## src/rtl/move_sched.sv

```systemverilog
// move_sched: tick-paced arbiter of button jogs and PicoBlaze moves onto the position counter oper port
module move_sched #(
   parameter int TICK_DIV = 50000,
   parameter int DIV_W    = 16
) (
   input  logic       clk,
   input  logic       reset,
   input  logic       btn_left,
   input  logic       btn_right,
   input  logic       cpu_we,
   input  logic [7:0] cpu_data,
   input  logic       at_min,
   input  logic       at_max,
   output logic [1:0] oper,
   output logic       busy,
   output logic       cpu_ack,
   output logic       lim_hit,
   output logic [2:0] state_o
);
   typedef enum logic [2:0] {
      IDLE    = 3'd0,
      MANUAL  = 3'd1,
      STEP    = 3'd2,
      SWEEP_L = 3'd3,
      SWEEP_R = 3'd4
   } state_t;
   state_t state, nxt;
   logic [DIV_W-1:0] div;
   logic [5:0] cnt, cnt_n;
   logic [1:0] op, oper_n;
   logic dir, dir_n, lim_n, ack_n, tick, one, stop;
   assign op      = cpu_data[1:0];
   assign tick    = div == DIV_W'(TICK_DIV - 1);
   assign one     = btn_left ^ btn_right;
   assign stop    = cpu_we && op == 2'b00;
   assign busy    = state == STEP || state == SWEEP_L || state == SWEEP_R;
   assign state_o = state;
   // prescaler restarts on every state change so the first move lands TICK_DIV cycles after entry
   always_ff @(posedge clk or posedge reset)
      if (reset) begin
         state   <= IDLE;
         div     <= '0;
         cnt     <= '0;
         dir     <= 1'b0;
         oper    <= 2'b00;
         cpu_ack <= 1'b0;
         lim_hit <= 1'b0;
      end else begin
         state   <= nxt;
         div     <= (nxt != state || tick) ? '0 : div + 1'b1;
         cnt     <= cnt_n;
         dir     <= dir_n;
         oper    <= oper_n;
         cpu_ack <= ack_n;
         lim_hit <= lim_n;
      end
   always_comb begin
      nxt    = state;
      cnt_n  = cnt;
      dir_n  = dir;
      oper_n = 2'b00;
      ack_n  = 1'b0;
      lim_n  = lim_hit;
      case (state)
         IDLE:
            if (cpu_we) begin
               ack_n = 1'b1;
               lim_n = 1'b0;
               if (op == 2'b11) nxt = SWEEP_R;
               else if (op != 2'b00 && cpu_data[7:2] != 6'd0) begin
                  nxt   = STEP;
                  dir_n = op[1];
                  cnt_n = cpu_data[7:2];
               end
            end else if (one) nxt = MANUAL;
         MANUAL:
            if (!one) nxt = IDLE;
            else if (tick) oper_n = btn_right ? (at_max ? 2'b00 : 2'b10) : (at_min ? 2'b00 : 2'b01);
         default: begin
            ack_n = cpu_we;
            if (stop) lim_n = 1'b0;
            // buttons and stop pre-empt the tick: no move goes out on the abort cycle
            if (btn_left || btn_right || stop) nxt = IDLE;
            else if (tick)
               case (state)
                  STEP:
                     if (dir ? at_max : at_min) begin
                        nxt   = IDLE;
                        lim_n = 1'b1;
                     end else begin
                        oper_n = dir ? 2'b10 : 2'b01;
                        cnt_n  = cnt - 6'd1;
                        if (cnt == 6'd1) nxt = IDLE;
                     end
                  SWEEP_R:
                     if (!at_max) oper_n = 2'b10;
                     else if (!at_min) nxt = SWEEP_L;
                  SWEEP_L:
                     if (!at_min) oper_n = 2'b01;
                     else if (!at_max) nxt = SWEEP_R;
                  default: nxt = IDLE;
               endcase
         end
      endcase
   end
endmodule

```

## config.mk

```make
export PLATFORM = sky130hd
export DESIGN_NAME = move_sched
export DESIGN_NICKNAME = d
export VERILOG_FILES = /design/src/rtl/move_sched.sv
export SDC_FILE = /design/constraint.sdc
export NUM_CORES = 1
export LEC_CHECK = 0
export CELL_PAD_IN_SITES_DETAIL_PLACEMENT = 2
export CELL_PAD_IN_SITES_GLOBAL_PLACEMENT = 2
export CORE_MARGIN = 5
export CORE_UTILIZATION = 36
export CTS_CLUSTER_DIAMETER = 80
export CTS_CLUSTER_SIZE = 8
export DETAILED_ROUTE_END_ITERATION = 8
export PLACE_DENSITY = 0.85
export SLEW_MARGIN = 20
export SYNTH_ARGS = -nofsm -noshare
export SYNTH_HDL_FRONTEND = slang
export SYNTH_SLANG_ARGS = --single-unit
```

## constraint.sdc

```tcl
create_clock -name clk -period 3 [get_ports clk]
set_input_delay 0.45 -clock clk [delete_from_list [all_inputs] [get_ports clk]]
set_output_delay 0.45 -clock clk [all_outputs]
set_load 0.02 [all_outputs]
```

# ---- Yosys cells after proc, flatten, opt, wreduce, memory -nomap -nowiden
# Cells that the tools add are included.
dict set report op_classes {
  bitwise 3
  add_sub_neg 2
  muxes 45
  n_reduce_logical 16
  n_eq_ne 13
}
# op n
set ops {}
lappend ops {{6-bit 2-to-1 mux} 7}
lappend ops {{3-bit 2-to-1 mux} 13}
lappend ops {{16-bit by 1-bit adder with 16-bit output (second input constant)} 1}
lappend ops {{16-bit == test (second input constant)} 1}
lappend ops {{16-bit 2-to-1 mux} 1}
lappend ops {{2-bit 2-to-1 mux} 8}
lappend ops {{6-bit one-hot mux with 2 select lines} 1}
lappend ops {{1-bit 2-to-1 mux} 9}
lappend ops {{3-bit one-hot mux with 3 select lines} 1}
lappend ops {{8-bit AND reduction} 1}
lappend ops {{3-bit by 2-bit == test with 1-bit output (second input constant)} 2}
lappend ops {{6-bit by 1-bit == test with 1-bit output (second input constant)} 1}
lappend ops {{2-bit != test (second input constant)} 3}
lappend ops {{2-bit one-hot mux with 3 select lines} 1}
lappend ops {{3-bit one-hot mux with 2 select lines} 1}
lappend ops {{2-bit nonzero test} 3}
lappend ops {{6-bit nonzero test} 1}
lappend ops {{6-bit by 1-bit subtractor with 6-bit output (second input constant)} 1}
lappend ops {{1-bit logical OR} 5}
lappend ops {{2-bit by 1-bit != test with 1-bit output (second input constant)} 2}
lappend ops {{1-bit one-hot mux with 2 select lines} 2}
lappend ops {{2-bit one-hot mux with 2 select lines} 1}
lappend ops {{4-bit AND reduction} 1}
lappend ops {{3-bit by 1-bit == test with 1-bit output (second input constant)} 1}
lappend ops {{9 further kinds} 11}
dict set report totals {
  wordCells 86
  out_inout_bits 8
  inputBits 15
  regBits 30
}

# ---- Longest topological paths before layout
dict set report logic_depth {
  ltp_word 10
  depth_mapped 8
  mapped_depth_nobuf 6
}

# ---- Least setup slack after synthesis
# Ideal clock, no wire load.
dict set report synth_path {
  kind {reg2reg}
  startpoint {register state[1], in the netlist state_o[1]}
  endpoint {register dir}
  stages_incl_launch_ff 7
  setup_slack_ns 1.120
  arrival_ns 1.755
  setup_ns 0.125
  n_path_buf 1
  period_less_slack_ns 1.880
  required_ns 2.875
  cell_sequence {dfrtp_1 buf_2 nor3_2 and2_1 nand2_1 nor2_1 mux2_2}
}
dict set report synth_via {
  elab_chain_len 2
}
# element line_no
set synth_lines {}
lappend synth_lines {{start: declaration} 27} ;# state_t state, nxt;
lappend synth_lines {{start signal: assignment} 49} ;# state <= nxt;
lappend synth_lines {{3-bit logical NOT} 64} ;# case (state)
lappend synth_lines {{4-bit AND reduction (no line)} --}
lappend synth_lines {{end signal: assignment} 52} ;# dir <= dir_n;
lappend synth_lines {{end: declaration} 31} ;# logic dir, dir_n, lim_n, ack_n, tick, one, stop;
# No other way between the ends.
# A chain may end at the register's enable or synchronous reset.

# ---- Worst setup path after layout
dict set report layout_path {
  startpoint {register state[0], in the netlist state_o[0]}
  endpoint {output busy}
}
dict set report layout_via {
  elab_chain_len 3
  word_cells_on_any_way 5
  cone_classes {eq/ne (3); reduce/logical (2)}
}
# element line_no
set layout_lines {}
lappend layout_lines {{3-bit by 2-bit == test with 1-bit output} 36} ;# assign busy = state == STEP || state == SWEEP_L || state == SWEEP_R;
lappend layout_lines {{1-bit logical OR} 36}
lappend layout_lines {{1-bit logical OR (*)} 36}
lappend layout_lines {{end: declaration} 15} ;# output logic busy,
# Every way passes the cells marked *; elsewhere a longest branch is shown, timed or not.

==> results.yml <==
timing:
  post-route-min-period_ps: 2390
  rsz0062_at_grt: "false"
  min_period_over_period: 0.797
  slew_headroom: 0.636
  tns_ps: 0
  clock_skew_ps: 8.17
  hold_viol: 0
  setup_slack_ps: 608
  fmax_ghz: 0.418
  finalMaxSlewViolations: 0
  worst_slew_pin_slew_ps: 546
  setup_violations: 0
layout:
  fin_util: 0.450
  fill_cells: 529
  layout_commonest_cell: "nor2_1"
  final_nets: 238
  area_growth_syn_to_layout_pct: 20.3
  antenna_cells: 0
  drive_gt1_frac: 0.0780
  register_area_um2: 751
  mostFrequentLayoutCells: "nor2_1, dfrtp_1, clkdlybuf4s50_1"
  multi_input_area_um2: 975
  post-route-cell-area_um2: 2150
route:
  viasPerCell: 5.37
  routed-wl-met2_mm: 2.77
  wl_per_cell_um: 18.3
  met1_length_mm: 2.20
  first_pass_iters: 4
  detail-route-antenna-nets: 0
  postRouteWirelength_mm: 5.23
  drc: 0
  routed.top_layer: "met4"
  met3_length_um: 171
  vias: 1530
  drt-initial-drc-count: 54
clock_tree:
  root_buffer: "clkbuf_8"
  holdBufCountCts: 0
  cts_tree: "yes"
  clockBufferDepth: 2
  path_clk_slew_ps: 60
  cts_made_buffers: 5
  ctsResizeCount: 0
  htree_levels: 2
  insertion_delay_ps: 280
  cts_setup_buffers: 0
  cts.sinks: 30
die:
  rows: 25
  core_um2: 4790
  dieHeight_um: 80.5
  die_area_um2: 6480
  ioPinCount: 23
  die_w_um: 80.5
  initial_core_util: 0.374
logic_synthesis:
  synth-main-ff-cell: "dfrtp_1"
  synthArstFlopShare: 1.00
  synth_seq_cells: 30
  syn_inst: 195
  synth_area_um2: 1790
  yosysSeqAreaShare: 0.419
  yosys_warnings: 0
  synth_edf_count: 0
  yosys-top-cells-area: "dfrtp_1, nor2_1, xor2_1"
  synth_nets: 214
  syn-mean-instance-area_um2: 9.18
  synth_top_area_share: 0.419
  synth_area_leader_cell: "dfrtp_1"
  yosys.cell_types.count: 50
setup_path:
  required_ps: 2550
  critPathLaunchType: "register"
  cp-end-kind: "primary output"
  crit_type: "register to primary output"
  crit_fanout: 16
  cp_data_arrival_time_ps: 1940
power_and_ir_drop:
  finalPower_w: 0.00117
  vdd.ir_drop.worst_mv: 0.280
  p_leak_nw: 0.886
  power_density_nw_per_um2: 542
global_route:
  grt_max_degree: 31
  grt_pass1_vias: 1733
  track_usage: 0.184
  antenna_found_initial: 0
  grt_pass1_wl_mm: 9.03
  overflow: 0
min_path:
  holdCritPathClass: "register to register"
placement:
  port_buffers: 22
  dpl_cell_area_um2: 2070
  dp_slack_ps: 362
  finalWeightedCongestion: 0.871
  dp_hpwl_mm: 3.93
run_status:
  status: "finished clean"
flow_run:
  max_cap_viol_count: 0
-- power by group --
part	internal [W]	total [W]	switching (W)
Combinational	0.000139	0.000315	0.000176
Clock	0.000177	0.000321	0.000144
Sequential	0.000463	0.000532	0.0000694
Total	0.000778	0.00117	0.000389
-- worst max-delay path: stages (launching register included) --
cell and delay [ps]:
dfrtp_1 570, nor3b_1 340, or2_2 160, clkdlybuf4s50_1 590
-- final cells by class --
type / count / area share
clock buffer: 6 / 0.0383
tap: 67 / 0.0389
multi-input combinational: 151 / 0.453
timing repair buffer: 24 / 0.109
inverter: 7 / 0.0122
sequential: 30 / 0.349
-- logic make-up (layout without fill, tap and decap cells) --
kind of cell	Yosys count	after routing	synth area share
xor gates and xnor gates	15	15	0.0734
DFF	30	30	0.419
and+or+nand+nor	90	90	0.263
buffers and inverters	14	37	0.0363
muxes	4	4	0.0231
adders and majority gates	5	5	0.0342
AOI/OAI and AO/OA	37	37	0.151
-- cells in the mapped netlist, types with 4 or more instances --
| cell type | instances |
|---|---|
| nor2_1 | 32 |
| nor3_1 | 4 |
| xor2_1 | 9 |
| a21oi_1 | 7 |
| dfrtp_1 | 30 |
| o21ai_0 | 5 |
| nand4_1 | 5 |
| ha_1 | 4 |
| nand3_1 | 7 |
| buf_2 | 4 |
| xnor2_1 | 6 |
| and4_1 | 4 |
| nand2_1 | 13 |
| nor2b_1 | 4 |
| inv_1 | 7 |
-- sequential cells by signal (all words and copies together) (netlist names) --
name / count
state_o: 3
dir: 1
lim_hit: 1
oper: 2
cnt: 6
div: 16
cpu_ack: 1
-- worst paths after layout --
| path | startpoint | cells past startpoint | to | slack (ps) |
|---|---|---|---|---|
| worst max-delay path | state_o[0]$_DFF_PP0_ | 3 | busy | 610 |
| worst min-delay path | div[0]$_DFF_PP0_ | 1 | div[0]$_DFF_PP0_ | 500 |
| worst max register to register | div[0]$_DFF_PP0_ | 5 | div[13]$_DFF_PP0_ | 860 |
| worst min register to register | div[0]$_DFF_PP0_ | 1 | div[0]$_DFF_PP0_ | 500 |
| max in group asynchronous | reset | 3 | div[13]$_DFF_PP0_ | 2160 |
| min in group asynchronous | reset | 3 | cnt[2]$_DFFE_PP0P_ | 550 |
-- per-layer routing --
metal | up-vias | GRT usage
li1 | 745 | -
met1 | 760 | 0.213
met2 | 17 | 0.332
met3 | 8 | 0.0460
met4 | 0 | 0.0541
met5 | - | 0
-- stage by stage --
step,std cells,hold slack [ps]
floorplan,195,444
global placement,279,462
detailed placement,279,489
CTS,285,497
global route,285,525
finish,285,499
Power figures use the tool's default switching activity.
